==> src/rtl/interval_timer_if.sv <==
// Control/status bundle for interval_timer: the master drives commands,
// the slave (the timer) returns count and status.
interface interval_timer_if #(
  parameter int unsigned WIDTH = 27
) ();

  logic             start;
  logic             stop;
  logic             pause;
  logic             mode;
  logic             tc_load;
  logic [WIDTH-1:0] tc_value;
  logic [WIDTH-1:0] count;
  logic             done;
  logic             expired;
  logic             busy;

  modport master (
    output start, stop, pause, mode, tc_load, tc_value,
    input  count, done, expired, busy
  );

  modport slave (
    input  start, stop, pause, mode, tc_load, tc_value,
    output count, done, expired, busy
  );

endinterface

==> src/rtl/interval_timer.sv <==
// Programmable interval timer with prescaler, one-shot/periodic modes,
// pause and abort; one-cycle done pulse per interval, sticky expired in one-shot.
module interval_timer #(
  parameter int unsigned WIDTH      = 27,
  parameter int unsigned DEFAULT_TC = 100_000_000,
  parameter int unsigned PRESCALE   = 1
) (
  input logic           clk,
  input logic           rst_n,
  interval_timer_if.slave bus
);

  localparam int unsigned    PW         = (PRESCALE > 1) ? $clog2(PRESCALE) : 1;
  localparam logic [PW-1:0]  PRESC_LAST = PW'(PRESCALE - 1);

  typedef enum logic [1:0] {
    IDLE,
    RUN,
    HOLD,
    EXPIRED
  } state_e;

  state_e           state_q;
  logic [WIDTH-1:0] count_q;
  logic [WIDTH-1:0] tc_q;
  logic [PW-1:0]    presc_q;
  logic             mode_q;
  logic             done_q;
  logic             expired_q;

  logic presc_wrap;
  logic count_last;
  logic tc_accept;

  assign presc_wrap = (presc_q == PRESC_LAST);
  assign count_last = (count_q == tc_q - 1'b1);
  // A running interval never changes length; zero would make the interval undefined.
  assign tc_accept  = bus.tc_load && !bus.start && (bus.tc_value != '0) &&
                      ((state_q == IDLE) || (state_q == EXPIRED));

  // NOTE: every state register is updated with <= so all of them see the
  // pre-edge values, and every one gets an explicit async reset value.
  always_ff @(posedge clk or negedge rst_n) begin
    if (!rst_n) begin
      state_q   <= IDLE;
      count_q   <= '0;
      tc_q      <= WIDTH'(DEFAULT_TC);
      presc_q   <= '0;
      mode_q    <= 1'b0;
      done_q    <= 1'b0;
      expired_q <= 1'b0;
    end else begin
      done_q <= 1'b0;
      if (tc_accept) tc_q <= bus.tc_value;

      if (bus.stop) begin
        state_q   <= IDLE;
        count_q   <= '0;
        presc_q   <= '0;
        expired_q <= 1'b0;
      end else if (bus.start) begin
        state_q   <= RUN;
        count_q   <= '0;
        presc_q   <= '0;
        expired_q <= 1'b0;
        mode_q    <= bus.mode;
      end else if ((state_q == RUN) || (state_q == HOLD)) begin
        if (bus.pause) begin
          state_q <= HOLD;
        end else begin
          // Leaving HOLD counts on the same edge, so a pause costs exactly its length.
          state_q <= RUN;
          if (presc_wrap) begin
            presc_q <= '0;
            if (count_last) begin
              count_q <= '0;
              done_q  <= 1'b1;
              if (!mode_q) begin
                state_q   <= EXPIRED;
                expired_q <= 1'b1;
              end
            end else begin
              count_q <= count_q + 1'b1;
            end
          end else begin
            presc_q <= presc_q + 1'b1;
          end
        end
      end
    end
  end

  assign bus.count   = count_q;
  assign bus.done    = done_q;
  assign bus.expired = expired_q;
  assign bus.busy    = (state_q == RUN) || (state_q == HOLD);

endmodule
==> src/flat_wrapper.sv <==
// flat-port wrapper written by rule: the top's interface ports become plain ports
module interval_timer_flat 
#(
  parameter int unsigned WIDTH      = 27,
  parameter int unsigned DEFAULT_TC = 100_000_000,
  parameter int unsigned PRESCALE   = 1
)
  (clk, rst_n, bus_start, bus_stop, bus_pause, bus_mode, bus_tc_load, bus_tc_value, bus_count, bus_done, bus_expired, bus_busy);
  interval_timer_if #(.WIDTH(WIDTH)) bus_i ();
  input logic clk;
  input logic rst_n;
  input wire logic [$bits(bus_i.start)-1:0] bus_start;
  input wire logic [$bits(bus_i.stop)-1:0] bus_stop;
  input wire logic [$bits(bus_i.pause)-1:0] bus_pause;
  input wire logic [$bits(bus_i.mode)-1:0] bus_mode;
  input wire logic [$bits(bus_i.tc_load)-1:0] bus_tc_load;
  input wire logic [$bits(bus_i.tc_value)-1:0] bus_tc_value;
  output wire logic [$bits(bus_i.count)-1:0] bus_count;
  output wire logic [$bits(bus_i.done)-1:0] bus_done;
  output wire logic [$bits(bus_i.expired)-1:0] bus_expired;
  output wire logic [$bits(bus_i.busy)-1:0] bus_busy;
  assign bus_i.start = bus_start;
  assign bus_i.stop = bus_stop;
  assign bus_i.pause = bus_pause;
  assign bus_i.mode = bus_mode;
  assign bus_i.tc_load = bus_tc_load;
  assign bus_i.tc_value = bus_tc_value;
  assign bus_count = bus_i.count;
  assign bus_done = bus_i.done;
  assign bus_expired = bus_i.expired;
  assign bus_busy = bus_i.busy;
  interval_timer #(.WIDTH(WIDTH), .DEFAULT_TC(DEFAULT_TC), .PRESCALE(PRESCALE)) u_core (.clk(clk), .rst_n(rst_n), .bus(bus_i));
endmodule
==> config.mk <==
export PLATFORM = sky130hd
export DESIGN_NAME = interval_timer_flat
export DESIGN_NICKNAME = d
export VERILOG_FILES = /design/src/rtl/interval_timer_if.sv /design/src/rtl/interval_timer.sv /design/src/flat_wrapper.sv
export SDC_FILE = /design/constraint.sdc
export NUM_CORES = 1
export LEC_CHECK = 0
export CORE_UTILIZATION = 58
export DETAILED_ROUTE_END_ITERATION = 16
export PLACE_DENSITY = 0.84
export SYNTH_ARGS = -nofsm -noshare
export SYNTH_HDL_FRONTEND = slang
export SYNTH_SLANG_ARGS = --single-unit
==> constraint.sdc <==
create_clock -name clk -period 5.4 [get_ports clk]
set_input_delay 1.08 -clock clk [delete_from_list [all_inputs] [get_ports clk]]
set_output_delay 1.08 -clock clk [all_outputs]
set_load 0.005 [all_outputs]
==> results of run 1 <==
-- critical path, cell delays in order (launching register included) --
cell and delay, ns:
dfrtp_1 0.46, nor3_2 0.62, nand4_1 0.33, or3b_1 0.51, a2111o_1 0.30, nand3_1 0.09, o22ai_1 0.17, o31ai_4 0.70
buf_4 0.37, nor2_1 0.08
-- cell usage after synthesis, drive strengths merged, types with 2 or more instances --
cell type	n	area share
nand3b	3	0.0059
o2111ai	2	0.0046
clkbuf	6	0.0059
nand4	12	0.021
nand3	18	0.024
buf	3	0.0073
inv	13	0.013
a21oi	6	0.0079
and2	2	0.0033
nor4b	2	0.013
nand4b	2	0.0046
a22o	2	0.0046
o31ai	3	0.0096
nor2b	4	0.0066
xnor2	31	0.072
or3	6	0.013
xor2	22	0.051
or4	4	0.0089
or2	3	0.0049
mux2	26	0.077
dfrtp	47	0.31
nor2	54	0.067
a31oi	2	0.0033
o21ai	11	0.016
ha	2	0.0066
nand2b	3	0.0049
and4	3	0.0069
o21a	2	0.0040
nand2	21	0.021
nor3b	5	0.0099
nor3	14	0.020
nor4	17	0.041
and3	6	0.0099
dfstp	12	0.083
o211ai	3	0.0059
mux2i	2	0.0053
-- layer usage --
layer	track usage	routed length, µm	up-vias
li1	-	-	1519
met1	0.409	4230	1546
met2	0.421	4140	100
met3	0.0586	484	21
met4	0.103	251	0
met5	0	0	-
-- per-stage QoR --
stage	cell area [µm²]	util	hold WS (ns)
6_report	4700	0.744	0.498
5_1_grt	4700	0.744	0.536
4_1_cts	4700	0.744	0.500
3_5_place_dp	4490	0.711	0.490
3_3_place_gp	4490	0.711	0.488
2_1_floorplan	3790	-	0.467
-- state kept, by name, summed over array words and instances (netlist names) --
register,cells
u_core.mode_q,1
u_core.bus.done,1
u_core.state_q,2
u_core.tc_q,27
u_core.bus.expired,1
u_core.bus.count,27
-- cells by family (layout without fill, tap and decap cells) --
logic type,Yosys count,after routing,synth area share
and+or+nand+nor,182,182,0.293
AOI/OAI and AO/OA,38,38,0.0739
DFF,59,59,0.393
xor gates and xnor gates,53,53,0.122
buffers and inverters,22,95,0.0261
muxes,28,28,0.0825
adders and majority gates,3,3,0.00924
-- power by group --
group / internal [W] / total (W) / switching [W] / leakage [nW]
Sequential: 0.000501 / 0.000585 / 0.0000832 / 0.747
Combinational: 0.000138 / 0.000276 / 0.000137 / 0.898
Clock: 0.000251 / 0.000424 / 0.000173 / 0.107
-- final timing paths --
path / start / to / slack, ns / cells past startpoint
min in group asynchronous: rst_n / u_core.bus.count[13]$_DFFE_PN0P_ / 0.87 / 2
worst min register to register: u_core.tc_q[15]$_DFFE_PN1P_ / u_core.tc_q[15]$_DFFE_PN1P_ / 0.50 / 2
worst max-delay path: u_core.tc_q[4]$_DFFE_PN0P_ / u_core.bus.count[5]$_DFFE_PN0P_ / 1.65 / 9
max in group asynchronous: rst_n / u_core.bus.count[0]$_DFFE_PN0P_ / 4.03 / 2
worst min-delay path: u_core.tc_q[15]$_DFFE_PN1P_ / u_core.tc_q[15]$_DFFE_PN1P_ / 0.50 / 2
worst max register to register: u_core.tc_q[4]$_DFFE_PN0P_ / u_core.bus.count[5]$_DFFE_PN0P_ / 1.65 / 9
-- final cells by class --
type                            count  area (µm²)
Timing Repair Buffer               66         648
Tap cell                           77        96.3
Fill cell                         478        1620
Multi-Input combinational cell    304        2210
Clock buffer                       14         173
Inverter                           13        48.8
Clock inverter                      2        35.0
Sequential cell                    59        1490
==> metrics.txt, run 1 <==
Clock Skews around 0.014 ns; IO buf count 63; Detail Route Antenna Nets 0; number of top-level pins 64; Syn-to-layout area delta 23.9%; Chip Width 82.9 µm; Max H-tree Level 3; Slew HR 0.498; row cnt 29; # Post-CTS Setup Buffers 0; DRT iter0 DRCs 169; Hold Path Class register to register; Post-Route WL 9.10 mm; Mapped Avg Cell Area a little under 10 µm²; drt pass-1 iters 5; Longest Clk Path Bufs 2; Max Slew Vio Count 0; grt total ovfl 0; GRT Util Overall 0.283; cell count after synthesis 385; # DRC 0; Die Y ~83 µm; number of flops mapped to enable cells by yosys 0; CTS Hold Bufs 0; CTS tree built; leak pwr 1.75 nW; number of max-cap violations 0; RSZ-0062 raised after global routing false; commonest non-fill, non-tap cell in the layout clkdlybuf4s50_1; syn_nets approximately 420; P per Cell Area between 200 and 300 mW/mm²; DR vias around 3200; Top FF cell, synth dfrtp_1; Worst-Margin Slew about 0.75 ns; register area share after synthesis 0.393; Async S/R FF share, synth 1.00; Post-Layout Cell Count about 540; CP max FO 13; #FFs+latches synth 59; Final #Nets 489; Vias per Instance about 6.0; final setup vio count 0; setup ws final approximately 1.6 ns; most frequent cells in the layout 62 x clkdlybuf4s50_1, 47 x dfrtp_1, 34 x nor2_1; GP Congestion roughly 1; Core Area 0.00631 mm²; total CTS buffers 9; # placed instances roughly 520; synthesized area ~0.0038 mm²; vias in the first global route between 3000 and 4000; CP arrival approximately 4 ns; root buffer cell clkbuf_8; Clock Latency Late Sink ~0.35 ns; hpwl dp ~6.9 mm; Final Hold Viols 0; clock-pin slew on the worst setup and hold paths ~0.060 ns; Peak VDD IR roughly 0.22 mV; Setup TNS 0 ns; wire per inst between 15 and 20 µm; Tcrit/Tclk final 0.695; share of layout cells above drive strength 1 0.210; total power draw roughly 0.0013 W; critical path launch point type register; minimum clock period about 3.8 ns; post-CTS resize count 0; global-route wire length before repair between 15 and 20 mm; Initial Utilization 0.601; antenna cells 0; Critical Path RT ~5.6 ns; fmax approximately 0.27 GHz; clock sinks 59; Worst Setup Slack post-DPL between 1.5 and 2 ns; largest net degree at the start of global routing 60; Crit Path Category register to register; yosys warns 0; Synth cell types between 50 and 60; run status completed; initial antenna violation count 0; full die area 0.00687 mm²; critical path endpoint category register
Power figures use the tool's default switching activity.
==> inputs of run 2 (changes only) <==
--- a/config.mk
+++ b/config.mk
@@ -5,9 +5,9 @@
 export SDC_FILE = /design/constraint.sdc
 export NUM_CORES = 1
 export LEC_CHECK = 0
-export CORE_UTILIZATION = 58
+export CORE_UTILIZATION = 54
 export DETAILED_ROUTE_END_ITERATION = 16
-export PLACE_DENSITY = 0.84
+export PLACE_DENSITY = 0.79
 export SYNTH_ARGS = -nofsm -noshare
 export SYNTH_HDL_FRONTEND = slang
 export SYNTH_SLANG_ARGS = --single-unit
==> constraint.sdc (replaced) <==
create_clock -name clk -period 3.89 [get_ports clk]
set_input_delay 0.778 -clock clk [delete_from_list [all_inputs] [get_ports clk]]
set_output_delay 0.778 -clock clk [all_outputs]
set_load 0.005 [all_outputs]
==> metrics.txt, run 2 (synthesis gave the netlist of run 1 again) <==
Worst Setup Slack post-DPL 0.694 ns (-0.968 ns); global-route wire length before repair 14.8 mm (-3.4%); clock sinks 59 (unchanged); full die area 0.00736 mm² (+7.2%); clock-pin slew on the worst setup and hold paths 0.07 ns (about the same); final setup vio count 0 (unchanged); wire per inst 16.4 µm (-3.8%); hpwl dp 6.99 mm (+1.5%); Reg2Reg Setup Slack 0.65 ns (-1.00 ns); Detail Route Antenna Nets 0 (unchanged); CTS Hold Bufs 0 (unchanged); # DRC 0 (unchanged); DRT iter0 DRCs 139 (-18%); largest net degree at the start of global routing 32 (-47%); Die Y 85.8 µm (+3.5%); row cnt 30 (+3.4%); Setup TNS 0 ns (unchanged); CP cell instances nor3_2 -> nand4_1 -> or3b_1 -> a2111o_1 -> nand3_1 -> o22ai_1 -> o31ai_4 -> buf_4 -> nor2_1; fmax 0.309 GHz (+16%); Slowest-stage cell, CP nor3_2; Register-to-Register Path Depth 9 (unchanged); root buffer cell clkbuf_8; worst r2r src u_core.tc_q[4]$_DFFE_PN0P_; CP arrival 3.46 ns (-0.52 ns); total CTS buffers 9 (unchanged); dpl cell area 0.00453 mm² (+0.86%); Hold Path Class primary input to asynchronous set/reset pin; Peak VDD IR 0.323 mV (+48%); number of top-level pins 64 (unchanged); CTS tree built; Critical Path RT 4.11 ns (-1.52 ns); Post-Route WL 9.10 mm (about the same); final core occ 0.695 (-0.0489); GP Congestion 0.891 (-8.9%); drt pass-1 iters 4 (-1); Crit Path Category register to register; Vias per Instance 5.79 (-2.8%); post-CTS resize count 0 (unchanged); Chip Width 85.8 µm (+3.5%); Crit path buffers/inverters 1 (unchanged); CP max FO 13 (unchanged); vias in the first global route 3103 (+0.94%); Clock Skews 0.00984 ns (-0.00427 ns); IO buf count 63 (unchanged); Core Area 0.00679 mm² (+7.6%); Final Hold Viols 0 (unchanged); number of max-cap violations 0 (unchanged); CP peak stage delay 0.62 ns (-0.08 ns); most frequent cells in the layout 62 x clkdlybuf4s50_1, 47 x dfrtp_1, 34 x nor2_1; design area 0.00472 mm² (+0.53%); Final #Nets 491 (+0.41%); antenna cells 0 (unchanged); share of layout cells above drive strength 1 0.215 (+0.00561); critical path launch point type register; Tcrit/Tclk final 0.832 (+0.137); initial antenna violation count 0 (unchanged); Max Slew Vio Count 0 (unchanged); setup ws final 0.653 ns (-0.996 ns); RSZ-0062 raised after global routing false; Syn-to-layout area delta 24.5%; DR vias 3217 (+0.97%); # Post-CTS Setup Buffers 0 (unchanged); minimum clock period 3.24 ns (-0.514 ns); leak pwr 1.75 nW (about the same); Clock Latency Late Sink 0.35 ns (about the same); Slew HR 0.500 (+0.00210); reg2reg end u_core.bus.count[3]$_DFFE_PN0P_; GRT Util Overall 0.264 (-0.0192); critical path endpoint category register; commonest non-fill, non-tap cell in the layout clkdlybuf4s50_1; P per Cell Area 372 mW/mm² (+36%); run status completed; Max H-tree Level 3 (unchanged); Worst-Margin Slew 0.748 ns (-0.00315 ns); total power draw 0.00176 W (+37%); cell family with most CP delay simple AND/OR/NAND/NOR gates; grt total ovfl 0 (unchanged); Longest Clk Path Bufs 2 (unchanged); Initial Utilization 0.558 (-0.0425)
## run 2: metrics by stage
stage | std cells | hold slack (ns)
finish | 556 | 0.455
global route | 556 | 0.500
floorplan | 385 | 0.467
detailed placement | 540 | 0.498
CTS | 556 | 0.475
global placement | 540 | 0.485
## run 2: final cells by class
class,instances,area [µm²]
Multi-Input combinational cell,304,2210
Fill cell,554,2070
Sequential cell,59,1490
Timing Repair Buffer,68,663
Clock buffer,11,141
Tap cell,96,120
Clock inverter,5,52.6
Inverter,13,48.8
## run 2: how the worst max path moves through the flow
| stage | start | end | cells after the start |
|---|---|---|---|
| 2_1_floorplan | u_core.tc_q[7]$_DFFE_PN0P_ | u_core.bus.count[16]$_DFFE_PN0P_ | 8 |
| 3_3_place_gp | u_core.tc_q[4]$_DFFE_PN0P_ | u_core.bus.count[3]$_DFFE_PN0P_ | 9 |
| 3_5_place_dp | u_core.tc_q[4]$_DFFE_PN0P_ | u_core.bus.count[3]$_DFFE_PN0P_ | 9 |
| 4_1_cts | u_core.tc_q[4]$_DFFE_PN0P_ | u_core.bus.count[3]$_DFFE_PN0P_ | 9 |
| 5_1_grt | u_core.tc_q[4]$_DFFE_PN0P_ | u_core.bus.count[3]$_DFFE_PN0P_ | 9 |
| 6_report | u_core.tc_q[4]$_DFFE_PN0P_ | u_core.bus.count[3]$_DFFE_PN0P_ | 9 |
## run 2: where the power goes
group	internal [W]	switching, W
sequential	0.000696	0.000118
clock	0.000310	0.000251
combinational	0.000193	0.000187
## run 2: metal layers
layer	part of all wire	wire, µm	global-route usage	vias up
met3	0.050	454	0.0616	18
met1	0.46	4170	0.347	1578
li1	-	-	-	1525
met4	0.019	175	0.0939	0
met2	0.47	4300	0.428	96
met5	0	0	0	-
==> inputs of run 3 (changes only) <==
==> constraint.sdc (replaced) <==
create_clock -name clk -period 3 [get_ports clk]
set_input_delay 0.6 -clock clk [delete_from_list [all_inputs] [get_ports clk]]
set_output_delay 0.6 -clock clk [all_outputs]
set_load 0.005 [all_outputs]
==> metrics.txt, run 3 (synthesis gave the netlist of run 1 again) <==
Reg2Reg Setup Slack 0.16 ns (-0.49 ns); run status completed; hpwl dp 6.95 mm (-0.68%); Vias per Instance 5.70 (-1.4%); setup ws final 0.158 ns (-0.494 ns); Syn-to-layout area delta 28.9%; Longest Clk Path Bufs 2 (unchanged); leak pwr 1.85 nW (+5.8%); antenna cells 0 (unchanged); CTS Hold Bufs 0 (unchanged); critical path endpoint category register; root buffer cell clkbuf_8; Post-Route WL 9.45 mm (+3.8%); CP cell instances inv_1 -> ha_1 -> nor4b_4 -> buf_4 -> and2_1 -> o2111ai_1 -> a22o_1 -> nor4_4 -> nand4_2 -> o31ai_4 -> buf_6 -> nor2_2; most frequent cells in the layout 62 x clkdlybuf4s50_1, 47 x dfrtp_1, 33 x nor2_1; number of max-cap violations 0 (unchanged); P per Cell Area 464 mW/mm² (+25%); GP Congestion 0.943 (+5.8%); design area 0.00489 mm² (+3.5%); global-route wire length before repair 15.8 mm (+6.4%); Hold Path Class primary input to asynchronous set/reset pin; fmax 0.352 GHz (+14%); commonest non-fill, non-tap cell in the layout clkdlybuf4s50_1; vias in the first global route 3235 (+4.3%); RSZ-0062 raised after global routing false; dpl cell area 0.00465 mm² (+2.8%); full die area 0.00736 mm² (unchanged); Crit path buffers/inverters 3 (+2); Final #Nets 509 (+3.7%); Initial Utilization 0.558 (unchanged); Detail Route Antenna Nets 0 (unchanged); CP arrival 3.08 ns (-0.38 ns); Worst-Margin Slew 0.495 ns (-0.253 ns); share of layout cells above drive strength 1 0.253 (+0.0379); Register-to-Register Path Depth 12 (+3); Tcrit/Tclk final 0.947 (+0.115); Chip Width 85.8 µm (unchanged); Crit Path Category register to register; final setup vio count 0 (unchanged); Die Y 85.8 µm (unchanged); CP max FO 13 (unchanged); row cnt 30 (unchanged); # DRC 0 (unchanged); CTS tree built; reg2reg end u_core.bus.count[11]$_DFFE_PN0P_; Max H-tree Level 3 (unchanged); initial antenna violation count 0 (unchanged); Final Hold Viols 0 (unchanged); clock-pin slew on the worst setup and hold paths 0.07 ns (about the same); worst r2r src u_core.tc_q[0]$_DFFE_PN0P_; DRT iter0 DRCs 147 (+5.8%); cell family with most CP delay simple AND/OR/NAND/NOR gates; critical path launch point type register; CP peak stage delay 0.44 ns (-0.18 ns); largest net degree at the start of global routing 60 (+88%); number of top-level pins 64 (unchanged); Clock Skews 0.0113 ns (+0.00150 ns); Worst Setup Slack post-DPL -0.0445 ns (-0.739 ns); Peak VDD IR 0.345 mV (+6.8%); minimum clock period 2.84 ns (-0.396 ns); IO buf count 63 (unchanged); GRT Util Overall 0.281 (+0.0171); Setup TNS 0 ns (unchanged); wire per inst 16.5 µm (+0.54%); Slew HR 0.669 (+0.168); Slowest-stage cell, CP dfrtp_1; total CTS buffers 9 (unchanged); DR vias 3273 (+1.7%); Clock Latency Late Sink 0.35 ns (about the same); Critical Path RT 3.23 ns (-0.88 ns); Max Slew Vio Count 0 (unchanged); Core Area 0.00679 mm² (unchanged); drt pass-1 iters 5 (+1); grt total ovfl 0 (unchanged); clock sinks 59 (unchanged)
[run 3: final cells by class]
type	count	area, µm²
repair buffers	86	818
clock inverters	4	25.0
fillers	507	1910
flip-flops and latches	59	1490
clock buffers	12	155
multi-input cells	304	2230
inverters	13	48.8
well taps	96	120
[run 3: power by group]
group / internal (W) / switching [W]
clock network: 0.000342 / 0.000331
registers: 0.000902 / 0.000150
logic: 0.000282 / 0.000260
total: 0.00153 / 0.000741
[run 3: how the worst max path moves through the flow]
stage                                    start                                to  slack (ns)  depth (start not counted)
detailed placement  u_core.tc_q[0]$_DFFE_PN0P_   u_core.bus.count[5]$_DFFE_PN0P_       -0.04                         10
finish              u_core.tc_q[0]$_DFFE_PN0P_  u_core.bus.count[11]$_DFFE_PN0P_        0.16                         12
CTS                 u_core.tc_q[0]$_DFFE_PN0P_   u_core.bus.count[5]$_DFFE_PN0P_        0.03                         11
global route        u_core.tc_q[0]$_DFFE_PN0P_   u_core.bus.count[2]$_DFFE_PN0P_       0.007                         13
floorplan           u_core.tc_q[7]$_DFFE_PN0P_  u_core.bus.count[16]$_DFFE_PN0P_        0.31                          8
global placement    u_core.tc_q[0]$_DFFE_PN0P_     u_core.state_q[1]$_DFFE_PN0P_        0.02                         12
[run 3: what timing repair did]
item                       in CTS  in global routing
pin swaps                       0                  1
hold endpoints to repair        0                  0
setup endpoints to repair      17                 29
gates resized for setup         0                  7
setup buffers                   1                  2
[run 3: routing by layer]
layer	vias up	share of wire	track usage
met5	-	0	0
met1	1580	0.45	0.384
li1	1560	-	-
met3	16	0.059	0.0568
met4	0	0.017	0.112
met2	117	0.47	0.440
[run 3: metrics by stage]
stage	util	std cells	total power (W)	hold WS (ns)
floorplan	-	385	0.00138	0.304
global placement	0.685	555	0.00157	0.486
detailed placement	0.685	555	0.00158	0.481
CTS	0.713	572	0.00225	0.258
global route	0.720	574	0.00238	0.280
finish	0.720	574	0.00227	0.247
